--- config.mk ---
export PLATFORM = sky130hd
export DESIGN_NAME = ddr_axi_calib_gate
export DESIGN_NICKNAME = d
export VERILOG_FILES = /design/src/rtl/ddr_axi_calib_gate.sv
export SDC_FILE = /design/constraint.sdc
export NUM_CORES = 1
export LEC_CHECK = 0
export ABC_CLOCK_PERIOD_IN_PS = 4400
export BUFFER_PORTS_ARGS = -buffer_cell sky130_fd_sc_hd__buf_4
export CORE_AREA = 3 3 516 518
export CTS_CLUSTER_SIZE = 10
export DETAILED_ROUTE_END_ITERATION = 10
export DIE_AREA = 0 0 519 521
export PLACE_DENSITY_LB_ADDON = 0.05
export SLEW_MARGIN = 20
export SYNTH_ARGS = -nofsm -noshare
export SYNTH_HDL_FRONTEND = slang
export SYNTH_SLANG_ARGS = --single-unit
--- constraint.sdc ---
create_clock -name ddr_clk_i -period 4.4 [get_ports ddr_clk_i]
set_input_delay 0.22 -clock ddr_clk_i [delete_from_list [all_inputs] [get_ports ddr_clk_i]]
set_output_delay 0.22 -clock ddr_clk_i [all_outputs]
set_load 0.05 [all_outputs]
--- src/rtl/ddr_axi_calib_gate.sv ---
// AXI4 gate between the SoC DDR master port and the DDR4 controller slave.
// Blocks traffic until calibration has settled, bounds outstanding bursts
// per direction, drains in-flight bursts on calibration loss or flush and
// zero-extends 32b SoC addresses to the controller address width.
// Ports:
//   ddr_clk_i, ddr_rst        UI clock, async active-high reset
//   calib_complete_i          controller calibration done (level)
//   flush_i                   drain request (level, honoured while open)
//   s_{aw,w,b,ar,r}_*         AXI4 slave side from the SoC (32b addr)
//   m_{aw,w,b,ar,r}_*         AXI4 master side to the controller
//   gate_open_o               traffic is open
//   rd/wr_outstanding_o       live read / write burst counts
module ddr_axi_calib_gate #(
    parameter int unsigned SettleCycles   = 64,
    parameter int unsigned MaxOutstanding = 8,
    parameter int unsigned MAddrWidth     = 34
) (
    input  logic                                  ddr_clk_i,
    input  logic                                  ddr_rst,
    input  logic                                  calib_complete_i,
    input  logic                                  flush_i,
    // SoC AW
    input  logic                                  s_aw_valid_i,
    output logic                                  s_aw_ready_o,
    input  logic                                  s_aw_id_i,
    input  logic [31:0]                           s_aw_addr_i,
    input  logic [7:0]                            s_aw_len_i,
    input  logic [2:0]                            s_aw_size_i,
    input  logic [1:0]                            s_aw_burst_i,
    // SoC W
    input  logic                                  s_w_valid_i,
    output logic                                  s_w_ready_o,
    input  logic [255:0]                          s_w_data_i,
    input  logic [31:0]                           s_w_strb_i,
    input  logic                                  s_w_last_i,
    // SoC B
    output logic                                  s_b_valid_o,
    input  logic                                  s_b_ready_i,
    output logic                                  s_b_id_o,
    output logic [1:0]                            s_b_resp_o,
    // SoC AR
    input  logic                                  s_ar_valid_i,
    output logic                                  s_ar_ready_o,
    input  logic                                  s_ar_id_i,
    input  logic [31:0]                           s_ar_addr_i,
    input  logic [7:0]                            s_ar_len_i,
    input  logic [2:0]                            s_ar_size_i,
    input  logic [1:0]                            s_ar_burst_i,
    // SoC R
    output logic                                  s_r_valid_o,
    input  logic                                  s_r_ready_i,
    output logic                                  s_r_id_o,
    output logic [255:0]                          s_r_data_o,
    output logic [1:0]                            s_r_resp_o,
    output logic                                  s_r_last_o,
    // Controller AW
    output logic                                  m_aw_valid_o,
    input  logic                                  m_aw_ready_i,
    output logic                                  m_aw_id_o,
    output logic [MAddrWidth-1:0]                 m_aw_addr_o,
    output logic [7:0]                            m_aw_len_o,
    output logic [2:0]                            m_aw_size_o,
    output logic [1:0]                            m_aw_burst_o,
    // Controller W
    output logic                                  m_w_valid_o,
    input  logic                                  m_w_ready_i,
    output logic [255:0]                          m_w_data_o,
    output logic [31:0]                           m_w_strb_o,
    output logic                                  m_w_last_o,
    // Controller B
    input  logic                                  m_b_valid_i,
    output logic                                  m_b_ready_o,
    input  logic                                  m_b_id_i,
    input  logic [1:0]                            m_b_resp_i,
    // Controller AR
    output logic                                  m_ar_valid_o,
    input  logic                                  m_ar_ready_i,
    output logic                                  m_ar_id_o,
    output logic [MAddrWidth-1:0]                 m_ar_addr_o,
    output logic [7:0]                            m_ar_len_o,
    output logic [2:0]                            m_ar_size_o,
    output logic [1:0]                            m_ar_burst_o,
    // Controller R
    input  logic                                  m_r_valid_i,
    output logic                                  m_r_ready_o,
    input  logic                                  m_r_id_i,
    input  logic [255:0]                          m_r_data_i,
    input  logic [1:0]                            m_r_resp_i,
    input  logic                                  m_r_last_i,
    // Status
    output logic                                  gate_open_o,
    output logic [$clog2(MaxOutstanding+1)-1:0]   rd_outstanding_o,
    output logic [$clog2(MaxOutstanding+1)-1:0]   wr_outstanding_o
);

    localparam int unsigned CntW = $clog2(MaxOutstanding + 1);
    localparam int unsigned SetW = (SettleCycles > 1) ? $clog2(SettleCycles) : 1;
    localparam logic [CntW-1:0] MaxCnt  = CntW'(MaxOutstanding);
    localparam logic [SetW-1:0] SetLast = SetW'(SettleCycles - 1);

    typedef enum logic [1:0] {
        IDLE   = 2'd0,
        SETTLE = 2'd1,
        OPEN   = 2'd2,
        DRAIN  = 2'd3
    } state_e;

    state_e          state_q, state_d;
    logic [SetW-1:0] settle_q, settle_d;
    logic [CntW-1:0] rd_cnt_q, rd_cnt_d;
    logic [CntW-1:0] wr_cnt_q, wr_cnt_d;
    // AW accepted whose W-last has not yet passed
    logic [CntW-1:0] wd_cnt_q, wd_cnt_d;

    logic allow_rd, allow_wr, w_phase, w_allow;
    logic ar_hs, aw_hs, w_last_hs, b_hs, r_last_hs;

    // State register
    always_ff @(posedge ddr_clk_i or posedge ddr_rst) begin
        if (ddr_rst) begin
            state_q  <= IDLE;
            settle_q <= '0;
            rd_cnt_q <= '0;
            wr_cnt_q <= '0;
            wd_cnt_q <= '0;
        end else begin
            state_q  <= state_d;
            settle_q <= settle_d;
            rd_cnt_q <= rd_cnt_d;
            wr_cnt_q <= wr_cnt_d;
            wd_cnt_q <= wd_cnt_d;
        end
    end

    // Next state; drain exit looks at next-cycle counts so the gate
    // returns to IDLE on the same edge the last burst retires.
    always_comb begin
        state_d  = state_q;
        settle_d = settle_q;
        unique case (state_q)
            IDLE: begin
                if (calib_complete_i) begin
                    state_d  = SETTLE;
                    settle_d = '0;
                end
            end
            SETTLE: begin
                if (!calib_complete_i) begin
                    state_d = IDLE;
                end else if (settle_q == SetLast) begin
                    state_d = OPEN;
                end else begin
                    settle_d = settle_q + 1'b1;
                end
            end
            OPEN: begin
                if (!calib_complete_i || flush_i) begin
                    state_d = DRAIN;
                end
            end
            DRAIN: begin
                if (rd_cnt_d == '0 && wr_cnt_d == '0 && wd_cnt_d == '0) begin
                    state_d = IDLE;
                end
            end
            default: state_d = IDLE;
        endcase
    end

    // Outputs of the state machine
    always_comb begin
        gate_open_o = (state_q == OPEN);
        w_phase     = (state_q == OPEN) || (state_q == DRAIN);
        allow_rd    = gate_open_o && (rd_cnt_q < MaxCnt);
        allow_wr    = gate_open_o && (wr_cnt_q < MaxCnt);
    end

    // AR
    assign m_ar_valid_o = s_ar_valid_i & allow_rd;
    assign s_ar_ready_o = m_ar_ready_i & allow_rd;
    assign m_ar_id_o    = s_ar_id_i;
    assign m_ar_addr_o  = MAddrWidth'(s_ar_addr_i);
    assign m_ar_len_o   = s_ar_len_i;
    assign m_ar_size_o  = s_ar_size_i;
    assign m_ar_burst_o = s_ar_burst_i;
    assign ar_hs        = s_ar_valid_i & s_ar_ready_o;

    // AW
    assign m_aw_valid_o = s_aw_valid_i & allow_wr;
    assign s_aw_ready_o = m_aw_ready_i & allow_wr;
    assign m_aw_id_o    = s_aw_id_i;
    assign m_aw_addr_o  = MAddrWidth'(s_aw_addr_i);
    assign m_aw_len_o   = s_aw_len_i;
    assign m_aw_size_o  = s_aw_size_i;
    assign m_aw_burst_o = s_aw_burst_i;
    assign aw_hs        = s_aw_valid_i & s_aw_ready_o;

    // W may only follow an accepted (or concurrently accepted) AW
    assign w_allow     = w_phase & ((wd_cnt_q != '0) | aw_hs);
    assign m_w_valid_o = s_w_valid_i & w_allow;
    assign s_w_ready_o = m_w_ready_i & w_allow;
    assign m_w_data_o  = s_w_data_i;
    assign m_w_strb_o  = s_w_strb_i;
    assign m_w_last_o  = s_w_last_i;
    assign w_last_hs   = s_w_valid_i & s_w_ready_o & s_w_last_i;

    // B and R are never gated
    assign s_b_valid_o = m_b_valid_i;
    assign m_b_ready_o = s_b_ready_i;
    assign s_b_id_o    = m_b_id_i;
    assign s_b_resp_o  = m_b_resp_i;
    assign b_hs        = m_b_valid_i & s_b_ready_i;

    assign s_r_valid_o = m_r_valid_i;
    assign m_r_ready_o = s_r_ready_i;
    assign s_r_id_o    = m_r_id_i;
    assign s_r_data_o  = m_r_data_i;
    assign s_r_resp_o  = m_r_resp_i;
    assign s_r_last_o  = m_r_last_i;
    assign r_last_hs   = m_r_valid_i & s_r_ready_i & m_r_last_i;

    // Outstanding counters
    always_comb begin
        rd_cnt_d = rd_cnt_q;
        wr_cnt_d = wr_cnt_q;
        wd_cnt_d = wd_cnt_q;
        if (ar_hs && !r_last_hs) begin
            rd_cnt_d = rd_cnt_q + 1'b1;
        end else if (!ar_hs && r_last_hs) begin
            rd_cnt_d = rd_cnt_q - 1'b1;
        end
        if (aw_hs && !b_hs) begin
            wr_cnt_d = wr_cnt_q + 1'b1;
        end else if (!aw_hs && b_hs) begin
            wr_cnt_d = wr_cnt_q - 1'b1;
        end
        if (aw_hs && !w_last_hs) begin
            wd_cnt_d = wd_cnt_q + 1'b1;
        end else if (!aw_hs && w_last_hs) begin
            wd_cnt_d = wd_cnt_q - 1'b1;
        end
    end

    assign rd_outstanding_o = rd_cnt_q;
    assign wr_outstanding_o = wr_cnt_q;

    // A retirement with nothing outstanding is a protocol error upstream
    a_rd_underflow: assert property (@(posedge ddr_clk_i) disable iff (ddr_rst)
        !(r_last_hs && rd_cnt_q == '0));
    a_wr_underflow: assert property (@(posedge ddr_clk_i) disable iff (ddr_rst)
        !(b_hs && wr_cnt_q == '0));
    a_rd_bound: assert property (@(posedge ddr_clk_i) disable iff (ddr_rst)
        rd_cnt_q <= MaxCnt);
    a_wr_bound: assert property (@(posedge ddr_clk_i) disable iff (ddr_rst)
        wr_cnt_q <= MaxCnt);
    a_wd_bound: assert property (@(posedge ddr_clk_i) disable iff (ddr_rst)
        wd_cnt_q <= MaxCnt);

endmodule

# Word-level counts from Yosys, hierarchy flattened
# Cells that the tools add are included.
[op_classes] add_sub_neg=7 n_mul=0 div_mod_pow=0 order_cmp=2 n_eq_ne=10 shifts=0 n_mux=16 bitwise=15 reduce_logical=26
[ops] op="$mux W4" count=6
[ops] op="$mux W6" count=3
[ops] op="$and A1 B1 Y1" count=14
[ops] op="$add A4 B1 Y4 const B" count=3
[ops] op="$logic_not A4 Y1" count=3
[ops] op="$pmux W6 S2" count=1
[ops] op="$sub A4 B1 Y4 const B" count=3
[ops] op="$logic_and A1 B1 Y1" count=10
[ops] op="$mux W2" count=5
[ops] op="$lt A4 B4 Y1 const B" count=2
[ops] op="$ne A2 B2 Y1 const B" count=4
[ops] op="$pmux W2 S4" count=1
[ops] op="$reduce_and A4 Y1" count=2
[ops] op="$add A6 B1 Y6 const B" count=1
[ops] op="$eq A6 B6 Y1 const B" count=1
[ops] op="$logic_not A1 Y1" count=6
[ops] op="$eq A2 B2 Y1 const B" count=2
[ops] op="$reduce_bool A4 Y1" count=1
[ops] op="$ne A3 B3 Y1 const B" count=1
[ops] op="$eq A2 B1 Y1 const B" count=1
[ops] op="$logic_not A2 Y1" count=1
[ops] op="$logic_or A1 B1 Y1" count=2
[ops] op="$ne A2 B1 Y1 const B" count=1
[ops] op="$reduce_bool A2 Y1" count=1
[ops] op="$or A1 B1 Y1" count=1
[word_totals] reg_bits=20 latch_bits=0 ram_bits=0 mem_bits_ro=0 output_inout_bits=667 memories=0

# Depth between registers and ports, before layout
[logic_depth] word_depth=16 ltp_mapped=9 depth_no_buf=9

# Worst setup path after synthesis
# No wires, ideal clock.
[synth_path] path_type="register -> output" from="register wr_cnt_q[3], in the netlist wr_outstanding_o[3]" to="output m_w_valid_o" t_arrival_ns=2.374 required_ns=4.180 slack_ns=1.806 stages_incl_launch_ff=5 path_cell_list="dfrtp_1 -> nor4bb_1 -> buf_4 -> nand2_4 -> a21boi_0"
[synth_between] elab_chain_len=7
[synth_lines] item="from (decl)" line="111" rtl="logic [CntW-1:0] wr_cnt_q, wr_cnt_d;"
[synth_lines] item="from (signal assigned)" line="130" rtl="wr_cnt_q <= wr_cnt_d;"
[synth_lines] item="$lt A4 B4 Y1" line="175" rtl="allow_wr = gate_open_o && (wr_cnt_q < MaxCnt);"
[synth_lines] item="$logic_and A1 B1 Y1" line="175"
[synth_lines] item="$and A1 B1 Y1" line="190" rtl="assign s_aw_ready_o = m_aw_ready_i & allow_wr;"
[synth_lines] item="$and A1 B1 Y1" line="196" rtl="assign aw_hs = s_aw_valid_i & s_aw_ready_o;"
[synth_lines] item="$or A1 B1 Y1" line="199" rtl="assign w_allow = w_phase & ((wd_cnt_q != '0) | aw_hs);"
[synth_lines] item="$and A1 B1 Y1" line="199"
[synth_lines] item="$and A1 B1 Y1" line="200" rtl="assign m_w_valid_o = s_w_valid_i & w_allow;"
[synth_lines] item="to (decl)" line="65" rtl="output logic m_w_valid_o,"
# No other way between the ends.

==> reports/results.txt <==
Rel. slew slack -> 0.5975
Hold Path Class -> input pin to async pin
Flop pwr share -> 0.297
Setup WS post-layout -> 1.577 ns
VDD IR-drop max -> 139.8 uV
Power per cell area -> 222.6 nW/um2
Commonest non-fill, non-tap cell in the layout -> buf_4
Die W -> 519 um
TritonCTS clock tree -> done
Vias in the first global route -> 2762
Clock slew at reported path FFs -> 0.07 ns
Post-synth EDFFs -> 0
Final Setup Violations -> 0
Die Ht -> 521 um
Switching Share -> 0.5326
Seq cells post-synth -> 20
Gate power share -> 0.529
First-pass GRT wire length -> 51300 um
Core area -> 262000 um2
Cells after Synth -> 798
Slack of the worst reg-to-reg path -> 1.58 ns
Crit Path Max Fanout -> 11
Largest net degree at the start of global routing -> 21
RSZ-0062 raised after global routing -> no
Total CTS buffers -> 3
Startpoint Class -> flop
Fmax -> 0.3543 GHz
Worst setup EP type -> flop
Gp weighted congestion -> 0.5256
DRT Pass-1 Iters -> 4
DP Area -> 6035 um2
Antenna cell count -> 0
Outcome -> complete, no violations
Initial DRC Count -> 62
Final Max Slew Viols -> 0
DR WL/cell -> 12.30 um
Fin area -> 6123 um2
Number of routed nets with antenna violations -> 0
Asr flop ratio synth -> 1.000
Worst EP required -> 4.54 ns
Clock power frac -> 0.174
All-layer global routing usage -> 0.03149
Setup bufs post-CTS -> 0
PnR Total Power -> 1.363 mW
Final net count -> 855
P_int -> 0.6370 mW
Clk Latency, worst-skew pair -> 0.27 ns
Critical Path AT -> 2.96 ns
Total Wirelength -> 45560 um
Final worst-path cycle share -> 0.6415
Slew @ Worst Pin -> 0.5975 ns
# resized after CTS -> 0
Initial core utilization -> 0.02386
Total number of vias -> 2386
Most used DFF post-synth -> dfrtp_1
Static Leak -> 0.8224 nW
R2r endpoint -> state_q[0]
Max_cap viols -> 0
Final Hold Viols -> 0
Syn avg cell area -> 7.835 um2
Clock sink count -> 20
Clock Tree Buf Depth -> 2
H-tree depth -> 1
Pre-CTS WS -> 1.485 ns
Vias per cell -> 0.6443
Io pins -> 1325
Clock Root Buffer -> clkbuf_16
Fin crit period -> 2.823 ns
R2R depth -> 7
Switching power total -> 0.7258 mW
Area of the mapped netlist -> 6252 um2
Sequential area share after synthesis -> 0.08005
Yosys warns -> 0
Std cell rows -> 188
Share of cells above drive strength 1 -> 0.2766
Sum of negative setup slack -> 0 ns
Final HPWL DP -> 40670 um
Initial antenna violation count -> 1
Most frequent cells in the layout -> buf_4 (39), dfrtp_1 (20), nor2_1 (13)
Hold Buf Count CTS -> 0
Critical Setup Path Class -> flop to flop
Congestion Overflow GR -> 0
Clock Skew -> 0.008462 ns
Layout area overhead -> -2.061%
Die area -> 270400 um2
Post-synthesis cell type count -> 47
Crit path capture -> state_q[0]
DRC Markers -> 0
IO buf count -> 36
-- critical path, stage by stage, from the launching register on --
cell and delay, ns:
dfrtp_1 0.64, nand4_2 0.27, or4_1 0.49, o211ai_1 0.21, o21ai_1 0.16, nor4_1 0.48, nand4_1 0.24, nor3b_2 0.21
-- metal layers --
metal  global-route usage  vias to the layer above  part of all wire
met5             0.002808                        -            0.0024
met4              0.05216                        2              0.20
met3              0.03065                      404              0.22
met2              0.05555                      564              0.49
met1             0.007653                      808             0.090
li1                     -                      608                 -
-- worst min path at each step --
stage                                  to  cells after the start  slack (ns)
after global routing          settle_q[3]                      3        0.14
after global placement    m_ar_addr_o[27]                      0        0.44
after detailed placement  m_ar_addr_o[27]                      0        0.44
after CTS                     wd_cnt_q[1]                      3        0.15
after floorplan                 async pin                      1        0.18
final                         settle_q[5]                      3        0.08
-- stage by stage --
| step | hold slack [ns] | util | cells |
|---|---|---|---|
| global placement | 0.4403 | 0.02303 | 3699 |
| detailed placement | 0.4403 | 0.02303 | 3699 |
| finish | 0.08048 | 0.02337 | 3703 |
| global route | 0.1399 | 0.02337 | 3703 |
| floorplan | 0.1838 | - | 801 |
| CTS | 0.1494 | 0.02337 | 3703 |
-- sequential cells by signal, indices dropped and copies added (netlist names), named ones only --
name              cells
wd_cnt_q              4
wr_outstanding_o      4
state_q               1
settle_q              6
rd_outstanding_o      4
-- synthesized netlist by cell type (2+ instances only) --
master,n,area share
inv_1,10,0.0060
and4_1,2,0.0028
a21oi_1,6,0.0048
nand3_1,6,0.0048
nor2_1,13,0.0078
and3_1,2,0.0020
dfrtp_1,20,0.080
a22oi_1,3,0.0036
buf_4,654,0.79
o32ai_1,3,0.0042
nand2_1,7,0.0042
xnor2_1,9,0.013
a31oi_1,2,0.0020
o21ai_0,9,0.0072
nor3b_1,4,0.0048
nor3_1,2,0.0016
a21boi_0,2,0.0024
nand2b_1,4,0.0040
ha_1,8,0.016
a22o_1,2,0.0028
xor2_1,2,0.0028
nand4_1,3,0.0030
-- layout make-up --
type,count,area [um2]
fillers,31447,255900
well taps,3515,4398
multi-input cells,115,805.8
flip-flops and latches,20,500.5
repair buffers,39,292.8
clock buffers,4,88.84
inverters,10,37.54
-- logic make-up after synthesis --
kind of cell / after synthesis / synth area share
xor gates and xnor gates: 11 / 0.01541
muxes: 1 / 0.002401
other: 1 / 0.0005998
and+or+nand+nor: 56 / 0.05404
AOI/OAI and AO/OA: 35 / 0.03762
DFF: 20 / 0.08005
buffers and inverters: 666 / 0.7939
adders and majority gates: 8 / 0.01601
-- power groups by stage --
stage	logic (mW)	registers [mW]	clock network, mW
global placement	0.803	0.426	0
floorplan	1.94	0.463	0
finish	0.721	0.404	0.238
CTS	0.765	0.415	0.257
detailed placement	0.763	0.416	0
global route	0.794	0.428	0.257
Note: power is estimated with default switching activity, not from simulation.
